**config.mk**
```make
export PLATFORM = sky130hd
export DESIGN_NAME = ebpf_dmem_arbiter_flat
export DESIGN_NICKNAME = d
export VERILOG_FILES = /design/src/rtl/ebpf_dmem_arbiter_if.sv /design/src/rtl/ebpf_dmem_arbiter.sv /design/src/flat_wrapper.sv
export SDC_FILE = /design/constraint.sdc
export NUM_CORES = 1
export LEC_CHECK = 0
export ABC_AREA = 0
export CAP_MARGIN = 20
export CORE_MARGIN = 5
export CORE_UTILIZATION = 35
export CTS_CLUSTER_DIAMETER = 40
export DETAILED_ROUTE_END_ITERATION = 6
export DONT_BUFFER_PORTS = 1
export SLEW_MARGIN = 0
export SYNTH_ARGS = -nofsm -noshare
export SYNTH_HDL_FRONTEND = slang
export SYNTH_SLANG_ARGS = --single-unit
```
**constraint.sdc**
```tcl
create_clock -name sys_clk -period 2.15 [get_ports sys_clk]
set_input_delay 0.645 -clock sys_clk [delete_from_list [all_inputs] [get_ports sys_clk]]
set_output_delay 0.645 -clock sys_clk [all_outputs]
set_load 0.03 [all_outputs]
```
**src/rtl/ebpf_dmem_arbiter_if.sv**
```systemverilog
// Bus bundle between the eBPF data-memory arbiter, its two requesters
// (CPU load/store path, host packet loader) and the single-port data memory.
interface ebpf_dmem_arbiter_if #(
    parameter int ADDR_W = 11,
    parameter int DATA_W = 64,
    parameter int CNT_W  = 16
);
    logic              cpu_req;
    logic              cpu_we;
    logic [ADDR_W-1:0] cpu_addr;
    logic [DATA_W-1:0] cpu_wdata;
    logic              cpu_ack;
    logic [DATA_W-1:0] cpu_rdata;

    logic              host_req;
    logic              host_we;
    logic [ADDR_W-1:0] host_addr;
    logic [DATA_W-1:0] host_wdata;
    logic              host_ack;
    logic [DATA_W-1:0] host_rdata;
    logic              host_pri;

    logic [ADDR_W-1:0] mem_address;
    logic [DATA_W-1:0] mem_data_in;
    logic              mem_write_enable;
    logic [DATA_W-1:0] mem_data_out;

    logic              busy;
    logic [CNT_W-1:0]  conflict_cnt;

    // Arbiter side.
    modport slave (
        input  cpu_req, cpu_we, cpu_addr, cpu_wdata,
        input  host_req, host_we, host_addr, host_wdata, host_pri,
        input  mem_data_out,
        output cpu_ack, cpu_rdata, host_ack, host_rdata,
        output mem_address, mem_data_in, mem_write_enable,
        output busy, conflict_cnt
    );

    // Requesters plus memory side.
    modport master (
        output cpu_req, cpu_we, cpu_addr, cpu_wdata,
        output host_req, host_we, host_addr, host_wdata, host_pri,
        output mem_data_out,
        input  cpu_ack, cpu_rdata, host_ack, host_rdata,
        input  mem_address, mem_data_in, mem_write_enable,
        input  busy, conflict_cnt
    );
endinterface

```
**src/rtl/ebpf_dmem_arbiter.sv**
```systemverilog
// Serialises CPU and host accesses to the single-port eBPF data memory:
// round-robin on ties unless host_pri forces the host to win.
module ebpf_dmem_arbiter #(
    parameter int ADDR_W = 11,
    parameter int DATA_W = 64,
    parameter int CNT_W  = 16
) (
    input  logic                sys_clk,
    input  logic                sys_rst,
    ebpf_dmem_arbiter_if.slave  bus
);

    typedef enum logic [1:0] {
        IDLE    = 2'd0,
        ACCESS  = 2'd1,
        WAIT_RD = 2'd2,
        DONE    = 2'd3
    } state_t;

    localparam logic [CNT_W-1:0] CNT_ONE = CNT_W'(1);

    state_t             state;
    state_t             state_nx;

    logic               owner_host;
    logic               last_host;
    logic               we_q;
    logic [ADDR_W-1:0]  addr_q;
    logic [DATA_W-1:0]  wdata_q;
    logic [DATA_W-1:0]  cpu_rdata_q;
    logic [DATA_W-1:0]  host_rdata_q;
    logic [CNT_W-1:0]   conflict_q;

    logic               any_req;
    logic               tie;
    logic               grant_host;

    // A tie goes to the host when forced, or when the CPU was granted last.
    assign any_req    = bus.cpu_req | bus.host_req;
    assign tie        = bus.cpu_req & bus.host_req;
    assign grant_host = bus.host_req & (~bus.cpu_req | bus.host_pri | ~last_host);

    // NOTE: state and datapath registers use non-blocking assignments so every
    // flop samples pre-edge values regardless of process ordering.
    always_ff @(posedge sys_clk or negedge sys_rst) begin
        if (!sys_rst) begin
            state <= IDLE;
        end else begin
            state <= state_nx;
        end
    end

    // NOTE: next-state is defaulted first so no path through the case infers a latch.
    always_comb begin
        state_nx = state;
        unique case (state)
            IDLE:    if (any_req) state_nx = ACCESS;
            ACCESS:  state_nx = we_q ? DONE : WAIT_RD;
            WAIT_RD: state_nx = DONE;
            DONE:    state_nx = IDLE;
            default: state_nx = IDLE;
        endcase
    end

    // last_host resets high so the CPU takes the first tie after reset.
    always_ff @(posedge sys_clk or negedge sys_rst) begin
        if (!sys_rst) begin
            owner_host   <= 1'b0;
            last_host    <= 1'b1;
            we_q         <= 1'b0;
            addr_q       <= '0;
            wdata_q      <= '0;
            cpu_rdata_q  <= '0;
            host_rdata_q <= '0;
            conflict_q   <= '0;
        end else begin
            if (state == IDLE && any_req) begin
                owner_host <= grant_host;
                last_host  <= grant_host;
                we_q       <= grant_host ? bus.host_we    : bus.cpu_we;
                addr_q     <= grant_host ? bus.host_addr  : bus.cpu_addr;
                wdata_q    <= grant_host ? bus.host_wdata : bus.cpu_wdata;
            end

            if (state == IDLE && tie && conflict_q != '1) begin
                conflict_q <= conflict_q + CNT_ONE;
            end

            // Memory read data is valid the cycle after ACCESS presented the address.
            if (state == WAIT_RD) begin
                if (owner_host) begin
                    host_rdata_q <= bus.mem_data_out;
                end else begin
                    cpu_rdata_q  <= bus.mem_data_out;
                end
            end
        end
    end

    assign bus.mem_address      = addr_q;
    assign bus.mem_data_in      = wdata_q;
    assign bus.mem_write_enable = (state == ACCESS) & we_q;

    assign bus.cpu_ack          = (state == DONE) & ~owner_host;
    assign bus.host_ack         = (state == DONE) &  owner_host;
    assign bus.cpu_rdata        = cpu_rdata_q;
    assign bus.host_rdata       = host_rdata_q;

    assign bus.busy             = (state != IDLE);
    assign bus.conflict_cnt     = conflict_q;

endmodule
```
**src/flat_wrapper.sv**
```systemverilog
// flat-port wrapper written by rule: the top's interface ports become plain ports
module ebpf_dmem_arbiter_flat 
#(
    parameter int ADDR_W = 11,
    parameter int DATA_W = 64,
    parameter int CNT_W  = 16
)
  (sys_clk, sys_rst, bus_cpu_req, bus_cpu_we, bus_cpu_addr, bus_cpu_wdata, bus_host_req, bus_host_we, bus_host_addr, bus_host_wdata, bus_host_pri, bus_mem_data_out, bus_cpu_ack, bus_cpu_rdata, bus_host_ack, bus_host_rdata, bus_mem_address, bus_mem_data_in, bus_mem_write_enable, bus_busy, bus_conflict_cnt);
  ebpf_dmem_arbiter_if #(.ADDR_W(ADDR_W), .DATA_W(DATA_W), .CNT_W(CNT_W)) bus_i ();
  input  logic sys_clk;
  input  logic sys_rst;
  input wire logic [$bits(bus_i.cpu_req)-1:0] bus_cpu_req;
  input wire logic [$bits(bus_i.cpu_we)-1:0] bus_cpu_we;
  input wire logic [$bits(bus_i.cpu_addr)-1:0] bus_cpu_addr;
  input wire logic [$bits(bus_i.cpu_wdata)-1:0] bus_cpu_wdata;
  input wire logic [$bits(bus_i.host_req)-1:0] bus_host_req;
  input wire logic [$bits(bus_i.host_we)-1:0] bus_host_we;
  input wire logic [$bits(bus_i.host_addr)-1:0] bus_host_addr;
  input wire logic [$bits(bus_i.host_wdata)-1:0] bus_host_wdata;
  input wire logic [$bits(bus_i.host_pri)-1:0] bus_host_pri;
  input wire logic [$bits(bus_i.mem_data_out)-1:0] bus_mem_data_out;
  output wire logic [$bits(bus_i.cpu_ack)-1:0] bus_cpu_ack;
  output wire logic [$bits(bus_i.cpu_rdata)-1:0] bus_cpu_rdata;
  output wire logic [$bits(bus_i.host_ack)-1:0] bus_host_ack;
  output wire logic [$bits(bus_i.host_rdata)-1:0] bus_host_rdata;
  output wire logic [$bits(bus_i.mem_address)-1:0] bus_mem_address;
  output wire logic [$bits(bus_i.mem_data_in)-1:0] bus_mem_data_in;
  output wire logic [$bits(bus_i.mem_write_enable)-1:0] bus_mem_write_enable;
  output wire logic [$bits(bus_i.busy)-1:0] bus_busy;
  output wire logic [$bits(bus_i.conflict_cnt)-1:0] bus_conflict_cnt;
  assign bus_i.cpu_req = bus_cpu_req;
  assign bus_i.cpu_we = bus_cpu_we;
  assign bus_i.cpu_addr = bus_cpu_addr;
  assign bus_i.cpu_wdata = bus_cpu_wdata;
  assign bus_i.host_req = bus_host_req;
  assign bus_i.host_we = bus_host_we;
  assign bus_i.host_addr = bus_host_addr;
  assign bus_i.host_wdata = bus_host_wdata;
  assign bus_i.host_pri = bus_host_pri;
  assign bus_i.mem_data_out = bus_mem_data_out;
  assign bus_cpu_ack = bus_i.cpu_ack;
  assign bus_cpu_rdata = bus_i.cpu_rdata;
  assign bus_host_ack = bus_i.host_ack;
  assign bus_host_rdata = bus_i.host_rdata;
  assign bus_mem_address = bus_i.mem_address;
  assign bus_mem_data_in = bus_i.mem_data_in;
  assign bus_mem_write_enable = bus_i.mem_write_enable;
  assign bus_busy = bus_i.busy;
  assign bus_conflict_cnt = bus_i.conflict_cnt;
  ebpf_dmem_arbiter #(.ADDR_W(ADDR_W), .DATA_W(DATA_W), .CNT_W(CNT_W)) u_core (.sys_clk(sys_clk), .sys_rst(sys_rst), .bus(bus_i));
endmodule
```
==> impl_results.md <==
- Status: complete, but fails checks
- Violations in the final reports: negative hold slack
- Synth Register Bits: 224
- Clock-pin transition on the worst setup and hold timing paths: 0.05 ns
- Fin Clk Skew: 0.01050 ns
- Number of nets in the layout: 957
- Reg2reg setup slack: 0.28 ns
- Most common library cell in the layout ignoring fill and taps: sky130_fd_sc_hd__dfrtp_1
- Drt wl/cell: 22.39 um
- Max Transition Viols Final: 0
- Setup CP Type: register to output port
- Drt pass-1 iters: 4
- Antenna fix cells: 0
- Maximum operating frequency: 480.6 MHz
- Remaining design rule violation count: 0
- Post-synthesis cell type with the largest combined area: sky130_fd_sc_hd__dfrtp_1
- CTS tree: built
- CP endpoint kind: output port
- H-tree lvl count: 2
- Max-cap violation count: 0
- Req. time, crit path: 1.50 ns
- Number of enable-type register cells in the synthesized netlist: 0
- Overall global routing resource usage: 0.1535
- Yosys synthesis warning count: 0
- Die width: 172.2 um
- Die Area: 29650 um2
- Fin cells: 1092
- Initial antenna violation count: 0
- Avg Synthesized Cell Area: 13.13 um2
- Maximum buffer depth of the clock tree: 3
- Worst setup startpoint: u_core.state[0]
- Commonest cells after routing, fill and taps aside: sky130_fd_sc_hd__dfrtp_1, sky130_fd_sc_hd__mux2_2, sky130_fd_sc_hd__nand2_1
- Source of the worst register-to-register timing path: u_core.bus.conflict_cnt[1]
- Routed Wire Length: 24.45 mm
- Gp weighted congestion: 0.8070
- Vias/cell: 4.994
- Cell Area, Synth: 9208 um2
- Total power density per cell area: 1948 nW/um2
- Clock Root Buffer: sky130_fd_sc_hd__clkbuf_16
- Max Fanout on Critical Path: 5
- Area share of the largest cell type after synthesis: 0.6061
- Capturing point of the worst reg2reg path: u_core.bus.conflict_cnt[1]
- Via Count: 5453
- Post-synthesis instance total: 701
- Net count of the mapped netlist: 927
- # port buffers: 0
- Area contributors post-synth: sky130_fd_sc_hd__dfrtp_1, sky130_fd_sc_hd__mux2_2, sky130_fd_sc_hd__mux2i_1, sky130_fd_sc_hd__o21ai_0, sky130_fd_sc_hd__nand2_1
- Delay of the slowest critical-path stage: 0.43 ns
- First-pass GRT wire length: 34.98 mm
- Number of DRC markers in iteration 0: 207
- Max transition margin: 0.6231
- ANT nets after route: 0
- Number of CTS-inserted buffers: 35
- Grt total ovfl: 0
- Post-CTS Setup Bufs: 0
- Crit path max-delay cell type: sky130_fd_sc_hd__dfrtp_1
- Initial core utilization: 0.3543
- Most frequently used flop master after synthesis: sky130_fd_sc_hd__dfrtp_1
- Async S/R FF share, synth: 1.000
- Time the worst path needs with I/O delays and setup: 2.081 ns
- Layout cells sized above 1: 0.3104
- Worst min path class: input port to async pin
- Worst hold margin: -0.1461 ns
- Core footprint: 25980 um2
- Nature of the critical path startpoint: register
- Sinks on the clock net: 224
- HPWL after DPL: 18.53 mm
- Static leakage power: 0.004987 uW
- Slew at the pin with the worst max-slew slack: 0.5633 ns
- Worst Path Arrival: 1.44 ns
- Top-level port count: 444
- Seq/Total Area, Yosys: 0.6089
- Later-pin clock latency in the skew report: 0.50 ns
- Final-report hold violation count: 223
- Vert. Die Dim: 172.2 um
- Fin util: 0.4227
- Setup repair after global routing missed its margin: yes
- Depth of the worst register-to-register path: 5
- Vias in the first global route: 5748
- Core Rows: 59
- Ratio of final minimum period to clock period: 0.9679
- Syn-to-layout area delta: 19.30%
- Max rail drop VDD: 1108 uV
- Setup-violating endpoint count in the final report: 0
- Placed insts: 1029
- Total negative slack for setup checks: 0 ns
- CP cell instances: ha_2, nor2b_1, buf_4
- Pin count of the biggest net entering global routing: 225
- Cell variety after synth: 33
- Fill count: 2431
-- critical path, delay by kind of cell, from the launching register on --
family,cells,cell delay [ns]
AND/OR/NAND/NOR,1,0.12
flip-flops,1,0.43
adder cells (fa/ha/maj),1,0.21
buffers and inverters,1,0.18
-- area by class of cell --
class	count	area (um2)	share of cell area
clock buffers	41	908.4	0.08270
clock inverters	22	250.2	0.02278
inverters	6	25.02	0.002278
multi-input cells	432	3435	0.3127
flip-flops and latches	224	5607	0.5104
well taps	335	419.2	0.03816
repair buffers	32	340.3	0.03098
-- kinds of logic (layout without fill, tap and decap cells) --
| logic type | after synthesis | in the layout | synth area share |
|---|---|---|---|
| AOI/OAI and AO/OA | 91 | 91 | 0.05150 |
| DFF | 224 | 224 | 0.6089 |
| buffers and inverters | 45 | 101 | 0.02256 |
| adders and majority gates | 5 | 5 | 0.006794 |
| muxes | 207 | 207 | 0.2427 |
| and+or+nand+nor | 118 | 118 | 0.05708 |
| xor gates and xnor gates | 11 | 11 | 0.01046 |
-- metrics by stage --
stage	instance area, um2	power [uW]	hold slack [ns]	worst slack (ns)
after floorplan	9208	14430	0.3494	0.1616
after global placement	9814	15990	0.3572	0.2832
after detailed placement	9814	16160	0.3564	0.2509
after CTS	10980	21740	-0.1803	0.01100
after global routing	10980	22530	-0.1829	-0.01955
final	10980	21400	-0.1461	0.06908
-- synth_stat cells (all sizes together) (4+ instances only) --
master	number
a21oi	4
buf	20
clkbuf	19
dfrtp	223
ha	5
inv	6
mux2	130
mux2i	77
nand2	85
nand3	8
nand4	8
o21ai	84
xnor2	10
-- timing repair --
item | CTS | global route
hold endpoints to repair | 223 | 223
resized for setup | 4 | 3
gates cloned | 0 | 0
endpoints found under the setup margin | 3 | 2
-- where the power goes --
part	total [uW]	switching, uW	internal (uW)
registers	11700	5530	6220
clock network	5510	2040	3470
logic	4140	1910	2240
-- worst max-delay path by stage --
| stage | to | slack, ns | cells after the start |
|---|---|---|---|
| after floorplan | u_core.bus.conflict_cnt[1] | 0.16 | 5 |
| after global placement | u_core.bus.conflict_cnt[13] | 0.28 | 7 |
| after detailed placement | u_core.bus.conflict_cnt[7] | 0.25 | 6 |
| after CTS | bus_cpu_ack | 0.01 | 3 |
| after global routing | bus_cpu_ack | -0.02 | 3 |
| final | bus_cpu_ack | 0.07 | 3 |
-- routing by layer --
metal | GRT usage | vias to the layer above | part of all wire
met5 | 0 | - | 0
met4 | 0.04956 | 0 | 0.024
met3 | 0.06401 | 41 | 0.12
met2 | 0.2683 | 310 | 0.50
met1 | 0.1700 | 2571 | 0.35
li1 | - | 2531 | -
-- flip-flops by register name, indices dropped and copies added, names as in the netlist --
name	cells
u_core.bus.cpu_rdata	64
u_core.bus.host_rdata	64
u_core.bus.mem_data_in	64
u_core.bus.conflict_cnt	16
u_core.bus.mem_address	11
u_core.state	2
u_core.last_host	1
u_core.owner_host	1
u_core.we_q	1
Power figures use the tool's default switching activity.
